File: config.mk
export PLATFORM = sky130hd
export DESIGN_NAME = fib_datapath
export DESIGN_NICKNAME = d
export VERILOG_FILES = /design/src/rtl/fib_datapath.sv
export SDC_FILE = /design/constraint.sdc
export NUM_CORES = 1
export LEC_CHECK = 0
export BUFFER_PORTS_ARGS = -buffer_cell sky130_fd_sc_hd__buf_2
export CAP_MARGIN = 5
export CORE_ASPECT_RATIO = 0.75
export CORE_MARGIN = 1
export CORE_UTILIZATION = 51
export DETAILED_ROUTE_END_ITERATION = 16
export GPL_ROUTABILITY_DRIVEN = 1
export PLACE_DENSITY_LB_ADDON = 0.12
export SLEW_MARGIN = 10
export SYNTH_ARGS = -nofsm -noshare
export SYNTH_HDL_FRONTEND = slang
export SYNTH_SLANG_ARGS = --single-unit
File: constraint.sdc
create_clock -name CLK -period 3.04 [get_ports CLK]
set_input_delay 0.152 -clock CLK [delete_from_list [all_inputs] [get_ports CLK]]
set_output_delay 0.152 -clock CLK [all_outputs]
set_load 0.1 [all_outputs]
File: src/rtl/fib_datapath.sv
// fib_datapath: 4-entry register file, adder/decrementer, zero test and result capture for the Fibonacci calculator
module fib_datapath #(
  parameter int WIDTH = 8
) (
  input  logic             CLK,
  input  logic             RST,
  input  logic [2:0]       opcode,
  input  logic [1:0]       operand1,
  input  logic [1:0]       operand2,
  input  logic             DONE,
  input  logic [WIDTH-1:0] DIN,
  output logic             ZERO_FLAG,
  output logic [WIDTH-1:0] RESULT,
  output logic             RESULT_VALID,
  output logic             OVF
);
  localparam logic [2:0] op_init = 3'b001;
  localparam logic [2:0] op_dec  = 3'b011;
  localparam logic [2:0] op_load = 3'b100;
  localparam logic [2:0] op_test = 3'b101;
  localparam logic [2:0] op_add  = 3'b110;
  localparam logic [2:0] op_mov  = 3'b111;
  logic [WIDTH-1:0] r [4];
  logic [WIDTH:0]   sum;
  logic [WIDTH-1:0] wdata;
  logic             we;
  logic             test;
  always_comb begin
    sum   = {1'b0, r[operand1]} + {1'b0, r[operand2]};
    wdata = opcode == op_init ? WIDTH'(1) :
            opcode == op_dec  ? r[operand1] - WIDTH'(1) :
            opcode == op_load ? DIN :
            opcode == op_add  ? sum[WIDTH-1:0] : r[operand2];
    we    = opcode inside {op_init, op_dec, op_load, op_add, op_mov};
  end
  assign test      = opcode == op_test;
  // Unregistered: the FSM branches on this in the same cycle as the TEST
  assign ZERO_FLAG = test && r[operand1] == '0;
  always_ff @(posedge CLK or posedge RST)
    if (RST) begin
      r            <= '{default: '0};
      RESULT       <= '0;
      RESULT_VALID <= 1'b0;
      OVF          <= 1'b0;
    end else begin
      if (we) r[operand1] <= wdata;
      if (opcode == op_load) begin
        OVF          <= 1'b0;
        RESULT_VALID <= 1'b0;
      end else if (opcode == op_add && sum[WIDTH]) OVF <= 1'b1;
      if (DONE && test) begin
        RESULT       <= r[operand1];
        RESULT_VALID <= 1'b1;
      end
    end
endmodule

==> results of run 1 <==
state kept, by name, indices dropped and copies added (netlist names):
signal,flops
RESULT_VALID,1
OVF,1
r,32
RESULT,8
layout make-up:
class | instances | area, um^2
Multi-Input combinational cell | 206 | 1680
Fill cell | 458 | 2130
Sequential cell | 42 | 1050
Clock inverter | 1 | 8.76
Inverter | 9 | 33.8
Clock buffer | 7 | 86.3
Timing Repair Buffer | 41 | 240
Tap cell | 75 | 93.8
worst max-delay path, stage by stage (launching register included):
cell,delay [ns]
dfrtp_1,0.39
mux4_2,0.61
or4_4,0.63
nor4_4,0.28
buf_2,0.46
stage by stage:
step | power [uW] | setup WS (ns) | hold slack [ns]
2_1_floorplan | 2160 | 0.195 | 0.383
3_3_place_gp | 2510 | 0.266 | 0.308
3_5_place_dp | 2530 | 0.216 | 0.318
4_1_cts | 2930 | 0.215 | 0.304
5_1_grt | 3130 | 0.110 | 0.331
6_report | 2940 | 0.217 | 0.297
cell usage in the layout, fill, tap and decap left out, types with 3 or more instances in the layout:
cell type / instances
nand2_1: 35
nor2_1: 14
nand2b_1: 4
buf_2: 28
ha_1: 10
o31ai_1: 14
a31oi_1: 6
clkbuf_8: 6
xor2_1: 3
a211oi_1: 5
o21ai_0: 12
o41ai_1: 4
buf_4: 12
mux2i_1: 3
mux4_2: 15
mux2_2: 18
nor3_1: 10
or3_1: 3
a21oi_1: 9
inv_1: 9
a21o_1: 4
dfrtp_1: 42
nand3_1: 4
nor3b_1: 4
cell families after synthesis:
family | synth area share
simple gates | 0.147
compound gates | 0.165
flops | 0.374
mux | 0.212
buf+inv | 0.0352
fa+ha+maj | 0.0516
xor+xnor | 0.0156
layer usage:
metal | part of all wire | vias up
met1 | 0.49 | 1108
met2 | 0.41 | 93
met3 | 0.083 | 9
met5 | 0 | -
met4 | 0.012 | 0
li1 | - | 1102
worst min-delay path by stage:
stage	from	cells after the start	slack, ns	endpoint
after floorplan	DONE	2	0.38	RESULT[6]
after global placement	RST	3	0.31	r[7]
after detailed placement	RST	3	0.32	r[31]
after CTS	DONE	3	0.30	RESULT_VALID
after global routing	DONE	3	0.33	RESULT_VALID
final	DONE	3	0.30	RESULT_VALID
where the power goes:
part	switching (uW)	total, uW	internal (uW)
clock	202	390	188
sequential	133	891	758
combinational	1040	1660	615
total	1380	2940	1560
synthesized netlist by cell type (6+ instances only):
library cell	number	area share
clkbuf_1	12	0.016
nand2_1	35	0.047
ha_1	10	0.045
nor3_1	10	0.018
dfrtp_1	42	0.37
mux2_2	18	0.072
a21oi_1	9	0.016
nor2_1	14	0.019
o31ai_1	14	0.037
o21ai_0	12	0.021
a31oi_1	6	0.013
inv_1	9	0.012
mux4_2	15	0.12
timing repair:
action,CTS,global route
gates resized for setup,0,0
endpoints found under the hold margin,30,0
hold buffers,1,0
setup buffers,0,0
==> flow_summary.yaml, run 1 <==
outcome:
  outcome: "complete, no violations"
setup_path:
  cp.arrival_ns: 2.67
  crit_end: "ZERO_FLAG"
  ff2ff_path_depth: 8
  r2r_end: "r[10]"
  crit_path_end_kind: "output pin"
  r2r_slack_ns: 0.27
  start_kind: "register"
  worst-setup-path-type: "register to output pin"
  critPathMaxFanout: 7
  startpoint: "r[2]"
  critPathRequiredTime_ns: 2.89
  reg2reg_from: "r[0]"
timing:
  worst_pin_slew_ns: 0.597
  fmax_ghz: 0.354
  maxSlewViolCount: 0
  hold_viol_final: 0
  setup_viol: 0
  finalSetupTns_ns: 0
  finalCritPeriodShare: 0.929
  min_period_ns: 2.82
  worst_clock_skew_ns: 0.00525
  max-slew-margin-rel: 0.601
  rsz0062_at_grt: "false"
global_routing:
  gr-total-overflow: 0
  use_met3: 0.0524
  grt_max_degree: 43
  grtUsageTotal: 0.268
  grtUsageMet2: 0.383
  grt_pass1_vias: 2104
  use_met1: 0.414
  antenna_found_initial: 0
  grt_pass1_wl_um: 11400
  busiest_layer: "met1"
logic_synthesis:
  ys_seq_area_frac: 0.374
  synth_seq_cells: 42
  synth_area_per_cell_um2: 10.3
  synth_edf_count: 0
  netlist_instances: 272
  syn_area_um2: 2810
  synth_flop_cell: "dfrtp_1"
  async_flop_share: 1.00
  synth_nets: 301
  yosysWarnings: 0
  yosys.cell_types.count: 46
route:
  drtIter0Drc: 185
  post_drt_wl_per_cell_um: 18.7
  avgViaCountPerCell: 6.07
  ant_nets: 0
  drt-pass1-iter-count: 4
  wirelength_um: 7120
  post-route-drc-count: 0
  dr_total_vias: 2312
clocking:
  clockBufferDepth: 2
  clk_pin_slew_ns: 0.08
  htree_num_levels: 2
  cts_num_sinks: 42
  cts-root-buf: "clkbuf_8"
  cts_tree: "done"
  cts_buffers: 5
  insertion_delay_ns: 0.30
placed_design:
  gp_congestion: 0.939
  dpl.cell_count: 372
  placed_area_um2: 3090
  dp_hpwl_um: 5380
  io_buffers: 28
finish:
  postLayoutCoreUtil: 0.599
  fin_area_um2: 3190
  num_antenna_cells: 0
  drive_gt1_frac: 0.275
  final_nets: 334
  area_delta_synth_final_pct: 13.5
  fin_cells: 381
job:
  maxCapViolCount: 0
floorplanning:
  core-area_um2: 5320
  die_w_um: 87.7
  fp-row-count: 23
  fp.dieArea_um2: 5820
  start_util: 0.528
  chipHeight_um: 66.3
  io_pins: 29
min_path:
  hold_path_class: "input port to register"
power:
  p_leak_uw: 0.00140
  ir_drop_mv: 0.379
  p_per_area_nw_per_um2: 921
(Power assumes the default switching activity.)
==> run 2: changes to the inputs <==
- CTS_BUF_LIST: default -> sky130_fd_sc_hd__clkbuf_4 sky130_fd_sc_hd__clkbuf_8
==> flow_summary.yaml, run 2 (synthesized netlist as in run 1, its figures left out) <==
route:
  post-route-drc-count: 0
  drtIter0Drc: 162
  drt-pass1-iter-count: 5
  ant_nets: 0
  wirelength_um: 7140
  avgViaCountPerCell: 6.14
  post_drt_wl_per_cell_um: 18.7
  dr_total_vias: 2341
finish:
  final_common_cell: "dfrtp_1"
  largest-register: "r"
  num_antenna_cells: 0
  largestRegisters: "r (32), RESULT (8)"
  drive_gt1_frac: 0.278
  area_delta_synth_final_pct: 13.6
  final_nets: 334
  fin_cells: 381
  final_cell_mix: "dfrtp_1 (42), nand2_1 (35), buf_2 (28)"
  largest_reg_flops: 32
  postLayoutCoreUtil: 0.600
clocking:
  insertion_delay_ns: 0.30
  cts_num_sinks: 42
  cts_buffers: 5
  clockBufferDepth: 2
  cts_tree: "done"
  htree_num_levels: 2
  clk_pin_slew_ns: 0.08
  cts-root-buf: "clkbuf_8"
timing:
  worst_pin_slew_ns: 0.601
  setup_viol: 0
  finalSetupTns_ns: 0
  maxSlewViolCount: 0
  hold_viol_final: 0
  min_period_ns: 2.82
  worst_clock_skew_ns: 0.00369
  max-slew-margin-rel: 0.599
  postLayoutSetupSlackWorst_ns: 0.219
  finalCritPeriodShare: 0.928
  fmax_ghz: 0.354
  rsz0062_at_grt: "false"
global_routing:
  gr-total-overflow: 0
  grtUsageTotal: 0.268
  grt_pass1_wl_um: 11400
  antenna_found_initial: 0
  grt_pass1_vias: 2115
  grt_max_degree: 43
power:
  p_per_area_nw_per_um2: 924
  p_switching_uw: 1380
  internal_power_uw: 1570
  netSwitchingFraction: 0.468
  p_seq_frac: 0.303
  combPwrFrac: 0.562
  ir_drop_mv: 0.345
  total_power_uw: 2950
  pwr-share-clk: 0.135
  p_leak_uw: 0.00141
setup_path:
  critPathMaxFanout: 7
  cp.arrival_ns: 2.67
  crit_path_end_kind: "output pin"
  start_kind: "register"
  worst-setup-path-type: "register to output pin"
  critPathRequiredTime_ns: 2.89
placed_design:
  dp_hpwl_um: 5380
  dpl.cell_count: 372
  pre_cts_ws_ns: 0.216
  gp_congestion: 0.939
  io_buffers: 28
floorplanning:
  start_util: 0.528
  fp.dieArea_um2: 5820
  die_w_um: 87.7
  io_pins: 29
  core-area_um2: 5320
  fp-row-count: 23
  chipHeight_um: 66.3
job:
  maxCapViolCount: 0
min_path:
  hold_path_class: "input port to register"
outcome:
  outcome: "complete, no violations"
[run 2: per-layer routing]
layer  share of wire  up-vias  routed length (um)  track usage
met5               0        -                   0            0
met3           0.086       11                 613       0.0524
met1            0.49     1140                3500        0.413
met4           0.014        0                 101       0.0738
met2            0.41       90                2930        0.381
li1                -     1100                   -            -
[run 2: path summary, 6_finish.rpt]
check	from	to	slack (ns)	depth (start not counted)
hold reg to reg	RESULT[1]	RESULT[1]	0.49	2
min in group asynchronous	RST	r[28]	0.53	4
setup / recovery	r[2]	ZERO_FLAG	0.22	4
max in group asynchronous	RST	r[17]	2.16	4
setup reg to reg	r[0]	r[20]	0.28	8
hold / removal	DONE	RESULT_VALID	0.30	3
[run 2: per-stage QoR]
step / instance area (um^2) / hold WS [ns]
floorplan: 2830 / 0.383
global route: 3190 / 0.328
detailed placement: 3090 / 0.318
global placement: 3090 / 0.308
finish: 3190 / 0.297
CTS: 3190 / 0.300
[run 2: power by group through the flow]
stage	logic (uW)	registers, uW	clock network (uW)
floorplan	957	1200	0
global placement	1610	902	0
detailed placement	1630	900	0
CTS	1640	890	406
global route	1790	923	428
finish	1660	893	400
[run 2: layout make-up]
type / count / area, um^2
Inverter: 9 / 33.8
Multi-Input combinational cell: 206 / 1680
Clock buffer: 7 / 90.1
Fill cell: 456 / 2130
Tap cell: 75 / 93.8
Sequential cell: 42 / 1050
Clock inverter: 1 / 8.76
Timing Repair Buffer: 41 / 240
[run 2: timing repair]
action                    CTS  global route
hold buffers                1             0
buffers inserted            0             0
hold endpoints to repair   36             0
gates resized for setup     0             0
[run 2: worst max-delay path, cell delays in order (launching register included)]
cell,delay (ns)
dfrtp_1,0.39
mux4_2,0.60
or4_4,0.63
nor4_4,0.28
buf_2,0.46
